### src/rtl/csa_operand_collector.sv
// Operand collector for the 3-input carry-save adder: gathers operands into
// zero-padded triples, presents them to the adder and returns the registered total.
module csa_operand_collector #(
   parameter int WIDTH = 4,
   parameter int CNT_W = 8
) (
   input  logic               clk,
   input  logic               rst_n,
   input  logic               in_valid,
   output logic               in_ready,
   input  logic [WIDTH-1:0]   in_data,
   input  logic               in_last,
   output logic [WIDTH-1:0]   op_a,
   output logic [WIDTH-1:0]   op_b,
   output logic [WIDTH-1:0]   op_c,
   input  logic [WIDTH+1:0]   csa_out,
   output logic               res_valid,
   input  logic               res_ready,
   output logic [WIDTH+1:0]   res_data,
   output logic               res_last,
   output logic [CNT_W-1:0]   res_cnt
);

   // state   | meaning
   // COLLECT | accepting operands into slots a/b/c
   // CALC    | operands settled at the adder, capture total next edge
   // RESULT  | holding total until downstream accepts it
   localparam logic [1:0] COLLECT = 2'd0;
   localparam logic [1:0] CALC    = 2'd1;
   localparam logic [1:0] RESULT  = 2'd2;

   logic [1:0] state;
   logic [1:0] slot;
   logic       last_q;

   assign in_ready = (state == COLLECT);

   always_ff @(posedge clk or negedge rst_n) begin
      if (!rst_n) begin
         state     <= COLLECT;
         slot      <= 2'd0;
         last_q    <= 1'b0;
         op_a      <= '0;
         op_b      <= '0;
         op_c      <= '0;
         res_valid <= 1'b0;
         res_data  <= '0;
         res_last  <= 1'b0;
         res_cnt   <= '0;
      end else begin
         case (state)
            COLLECT: begin
               if (in_valid) begin
                  case (slot)
                     2'd0:    op_a <= in_data;
                     2'd1:    op_b <= in_data;
                     default: op_c <= in_data;
                  endcase
                  slot   <= slot + 2'd1;
                  last_q <= in_last;
                  if (slot == 2'd2 || in_last)
                     state <= CALC;
               end
            end
            CALC: begin
               res_data  <= csa_out;
               res_last  <= last_q;
               res_valid <= 1'b1;
               state     <= RESULT;
            end
            RESULT: begin
               if (res_ready) begin
                  res_valid <= 1'b0;
                  res_cnt   <= res_cnt + CNT_W'(1);
                  // clearing operands here is what zero-pads the next short group
                  op_a      <= '0;
                  op_b      <= '0;
                  op_c      <= '0;
                  slot      <= 2'd0;
                  last_q    <= 1'b0;
                  state     <= COLLECT;
               end
            end
            default: state <= COLLECT;
         endcase
      end
   end

endmodule

### config.mk
export PLATFORM = sky130hd
export DESIGN_NAME = csa_operand_collector
export DESIGN_NICKNAME = d
export VERILOG_FILES = /design/src/rtl/csa_operand_collector.sv
export SDC_FILE = /design/constraint.sdc
export NUM_CORES = 1
export LEC_CHECK = 0
export ABC_AREA = 1
export CAP_MARGIN = 20
export CORE_MARGIN = 8
export CORE_UTILIZATION = 25
export CTS_CLUSTER_DIAMETER = 30
export CTS_CLUSTER_SIZE = 25
export DETAILED_ROUTE_END_ITERATION = 12
export GPL_TIMING_DRIVEN = 0
export SYNTH_ARGS = -nofsm -noshare
export SYNTH_HDL_FRONTEND = slang
export SYNTH_SLANG_ARGS = --single-unit
### constraint.sdc
create_clock -name clk -period 3.2 [get_ports clk]
set_clock_uncertainty 0.15 [all_clocks]
set_input_delay 0.64 -clock clk [delete_from_list [all_inputs] [get_ports clk]]
set_output_delay 0.64 -clock clk [all_outputs]
set_load 0.01 [all_outputs]
==> results.tsv <==
metric	value	unit
run_status	completed	
worst_ep_arrival_time	1.62	ns
numCtsBuffers	5	
core.rowCount	28	
synthArstFlopShare	100	%
cts-root-buf	clkbuf_8	
routed_wl	3340	um
crit_path_start_kind	flop	
track_usage	8.38	%
overflow	0	
cts_resized	0	
path_buf_inv	2	
fillers	609	
seqCellArea	826	um^2
antenna_left	0	
clk_latency	0.28	ns
period_share	75.4	%
syn_area	1500	um^2
post_dp_cell_area	2020	um^2
avgSynthCellArea	9.06	um^2
grt_pass1_wl	5770	um
yosysUniqueCellTypes	22	
drc_errors	0	
max_stage_delay	0.59	ns
die_area	8750	um^2
p_leak	1.05	nW
drtIter0Drc	46	
hold_viol_final	0	
max_cap_violations	0	
nets	235	
fin_area	2110	um^2
pin_count	44	
cp-end-kind	output port	
path_clk_slew	0.06	ns
io_buffers	43	
grt_pass1_vias	1236	
antenna_found_initial	0	
holdBufCountCts	0	
timing.setup.tns	0	ns
drt_pass1_iterations	4	
crit_required	2.41	ns
via_count	1201	
initial_core_util	25.6	%
area_growth	40.0	%
report.final.slew_viol_count	0	
ir_drop	0.402	mV
die_w	93.6	um
max_clock_freq	414	MHz
rsz0062_at_grt	false	
place.gp.congestion	0.738	
synthCells	166	
seq_area_frac_synth	54.9	%
synth_fp_nets	185	
yosys_warnings	0	
clock_path_buffers	2	
via_per_inst	4.11	
synth_edf_count	0	
crit_family	buffers and inverters	
worstPathCellList	buf_2 -> nor2_2 -> clkdlybuf4s50_1	
cp_max_fo	8	
die_y	93.6	um
post-route-min-period	2.41	ns
worstHoldPathType	primary input to asynchronous set/reset pin	
multiInputGateArea	579	um^2
drive_gt1_share	10.6	%
final_cell_mix	nand2_1 (50), clkdlybuf4s50_1 (42), dfrtp_1 (33), nand3_1 (21), inv_1 (20)	
cts_max_level	2	
setup_violations	0	
tightest_slew	0.743	ns
clock-sinks	33	
powerDensity	910	nW/um^2
cp_slowest_cell	clkdlybuf4s50_1	
antenna_cells	0	
critPathKind	flop to output port	
core-area	5890	um^2
ys.flop_type	dfrtp_1	
cts_tree	done	
dp_hpwl	2590	um
ys_seq_elements	33	
wl_per_cell	11.4	um
grt_start_max_net_pins	34	
cts_setup_buffers	0	
layout_commonest_cell	nand2_1	
maxSlewHeadroom	50.5	%
==> report_power, final <==
group          total [mW]  leakage, nW  internal [mW]  switching, mW
clock               0.298       0.0450          0.151          0.147
sequential          0.699        0.404          0.593          0.106
combinational       0.920        0.603          0.462          0.458
==> kinds of logic (layout without fill, tap and decap cells) <==
| kind of cell | Yosys count | after routing | share of synthesized area, % |
|---|---|---|---|
| AOI/OAI and AO/OA | 7 | 7 | 2.58 |
| and+or+nand+nor | 88 | 88 | 25.8 |
| DFF | 33 | 33 | 54.9 |
| adders and majority gates | 4 | 4 | 3.33 |
| buffers and inverters | 24 | 75 | 6.57 |
| muxes | 6 | 6 | 4.49 |
| xor gates and xnor gates | 4 | 4 | 2.33 |
==> state kept, by name (all words and copies together), names as in the netlist <==
name	cells
op_a	4
res_last	1
op_c	4
last_q	1
op_b	4
state	2
slot	2
res_data	6
res_valid	1
res_cnt	8
==> worst paths after layout <==
check / slack, ns / cells past startpoint / end / startpoint
max: 0.79 / 3 / in_ready / state[0]
min: 0.27 / 1 / res_data[1] / rst_n
max reg2reg: 1.63 / 7 / op_a[2] / slot[0]
min reg2reg: 0.32 / 2 / res_valid / res_valid
max in group asynchronous: 2.15 / 1 / op_a[2] / rst_n
min in group clk: 0.32 / 2 / res_valid / res_valid
==> per-layer routing <==
layer	track usage [%]	wire [um]
met2	13.3	1570
met3	3.69	208
met5	0	0
met1	9.75	1510
met4	3.17	52
==> layout make-up <==
cell class / instances / area share, %
multi-input cells: 109 / 27.5
well taps: 75 / 4.46
clock inverters: 2 / 0.475
inverters: 22 / 3.92
plain buffers: 2 / 0.772
repair buffers: 43 / 20.2
clock buffers: 6 / 3.45
flip-flops and latches: 33 / 39.2
==> per-stage QoR <==
stage                     util (%)  hold slack [ns]  power (mW)  setup WS, ns  std cells
after global placement        34.5            0.304        1.64         0.602        284
after global routing          35.8            0.337        2.10         0.685        292
final                         35.8            0.274        1.92         0.786        292
after detailed placement      34.4            0.307        1.65          1.00        284
after floorplan                  -            0.194        1.20          1.69        166
after CTS                     35.8            0.298        1.96         0.738        292
==> synthesized netlist by cell type (2+ instances only) <==
master / instances / area, um^2
o21ai_0: 4 / 20.0
dfrtp_1: 33 / 826
xnor2_1: 2 / 17.5
ha_1: 4 / 50.1
xor2_1: 2 / 17.5
a21oi_1: 2 / 10.0
mux2_2: 6 / 67.6
nor2_1: 10 / 37.5
nand3_1: 21 / 105
inv_1: 20 / 75.1
inv_2: 2 / 7.51
nand2_1: 50 / 188
(Power assumes the default switching activity.)
==> edit (same settings) <==
Register the output `res_cnt` once more, without a reset; this adds one clock of latency there. The other outputs are not delayed to match.
--- a/src/rtl/csa_operand_collector.sv
+++ b/src/rtl/csa_operand_collector.sv
@@ -30,4 +30,6 @@
    localparam logic [1:0] RESULT  = 2'd2;
 
+   logic [CNT_W-1:0] res_cnt_s0;
+
    logic [1:0] state;
    logic [1:0] slot;
@@ -47,5 +49,5 @@
          res_data  <= '0;
          res_last  <= 1'b0;
-         res_cnt   <= '0;
+         res_cnt_s0 <= '0;
       end else begin
          case (state)
@@ -72,5 +74,5 @@
                if (res_ready) begin
                   res_valid <= 1'b0;
-                  res_cnt   <= res_cnt + CNT_W'(1);
+                  res_cnt_s0 <= res_cnt_s0 + CNT_W'(1);
                   // clearing operands here is what zero-pads the next short group
                   op_a      <= '0;
@@ -87,4 +89,8 @@
    end
 
+   always_ff @(posedge clk) begin
+      res_cnt <= res_cnt_s0;
+   end
+
 endmodule
 
Formal check against the unedited RTL: not equivalent (a bounded check fails within 4 cycles, from zero or initial values and one cycle with rst_n low).
==> edit against the original RTL <==
Sequential share of layout area grew 4.4 points. Register-to-register slack improved by 0.04 ns. Final area up 7.4%. Worst hold slack worse by 0.025 ns. Global-route usage decreased by 0.69 points. Synthesized area is 8.1% higher. Cell count shrank 6.8%. Worst setup slack improved by 0.093 ns. Sequential cell count is 8 higher. Wire length up 2.0%. Power rose by 13%.
==> edit: results (changes against the original RTL) <==
crit_fanout: 7  # -1
global_route_wire_length_before_repair_microns: 5930  # +2.8%
fin_cells: 272  # -6.8%
groute.layer.met1.usage_pct: 9.10  # -0.65 points
final_wtd_congestion: 0.692  # -6.3%
netlist_top_cells_area: "sky130_fd_sc_hd__dfrtp_1 51%, sky130_fd_sc_hd__dfxtp_1 9.9%, sky130_fd_sc_hd__nand2_1 8.1%"
detailed_place_hpwl_microns: 2490  # -4.2%
clk_pin_slew_ns: 0.08  # +0.02 ns
avgSynthCellArea_sq_um: 11.3  # +25%
reg.largest.list: "res_cnt (8), res_cnt_s0 (8), res_data (6)"
synth-async-reset-ratio_pct: 80.5  # -20 points
p_per_area_mw_per_mm2: 962  # +5.6%
gr-usage-met2_pct: 11.2  # -2.1 points
drive_above_1_share_pct: 16.9  # +6.3 points
synth_common_cells: "35 x sky130_fd_sc_hd__nand2_1, 33 x sky130_fd_sc_hd__dfrtp_1, 13 x sky130_fd_sc_hd__inv_1, 8 x sky130_fd_sc_hd__dfxtp_1, 8 x sky130_fd_sc_hd__o21ai_2"
vdd.ir_drop.worst_uv: 409  # +1.7%
combinational_cell_power_consumption_mw: 0.915  # -0.5%
tightestPinTransition_ns: 0.770  # +0.0267 ns
hp-class: "register to register"
grt_pass1_vias: 1221  # -1.2%
wl_met1_microns: 1590  # +5.8%
numPlacedInstances: 264  # -7.0%
nNetsFinal: 213  # -9.4%
drt-vias-per-instance: 4.19  # +2.0%
iteration_0_drc_markers: 52  # +13%
routed-wl-met3_microns: 312  # +50%
placed_standard_cell_area_sq_mm: 0.00215  # +6.1%
outcome: "completed"
powerClk_mw: 0.423  # +42%
globalRouteMet3Util_pct: 4.41  # +0.72 points
pre_cts_ws_ns: 1.11  # +0.107 ns
critPathArrivalTime_ns: 1.53  # -0.09 ns
grt.total_usage_pct: 7.68  # -0.69 points
[edit: cell types whose count changed in the layout (fill, tap and decap cells not counted), moves of 2 or more]
cell                       unedited run  this run
sky130_fd_sc_hd__nand4_1              0         2
sky130_fd_sc_hd__nand3_1             21         6
sky130_fd_sc_hd__nand2_4              1         3
sky130_fd_sc_hd__nand2_1             50        35
sky130_fd_sc_hd__nor2_1              10         2
sky130_fd_sc_hd__inv_1               20        13
sky130_fd_sc_hd__dfxtp_1              0         8
sky130_fd_sc_hd__o21ai_2              0         8
sky130_fd_sc_hd__nor2_4               1         3
sky130_fd_sc_hd__inv_2                2         0
sky130_fd_sc_hd__clkinv_2             2         0
sky130_fd_sc_hd__o21ai_1              0         4
[edit: final timing paths]
check / from / to / slack (ns) / cells past startpoint
worst max-delay path: state[1] / in_ready / 0.88 / 2
worst min-delay path: res_cnt_s0[7] / res_cnt[7] / 0.25 / 0
worst max register to register: slot[0] / op_c[0] / 1.67 / 6
worst min register to register: res_cnt_s0[7] / res_cnt[7] / 0.25 / 0
max in group asynchronous: rst_n / op_b[3] / 2.15 / 1
min in group asynchronous: rst_n / op_a[2] / 0.27 / 1
[edit: logic make-up (layout without fill, tap and decap cells)]
logic type	Yosys count	count (layout)	share of synthesized area [%]
DFF	41	41	60.7
adders and majority gates	4	4	3.08
and+or+nand+nor	57	57	19.2
muxes	6	6	4.16
xor gates and xnor gates	4	4	2.16
AOI/OAI and AO/OA	19	19	7.70
buffers and inverters	13	64	3.00
[edit: final cells by class]
class / instances / area, sq um
clock buffer: 5 / 68.8
clock inverter: 3 / 46.3
multi-input combinational: 90 / 591
inverter: 13 / 48.8
fill: 648 / 4050
timing repair buffer: 43 / 425
tap: 77 / 96.3
sequential: 41 / 986
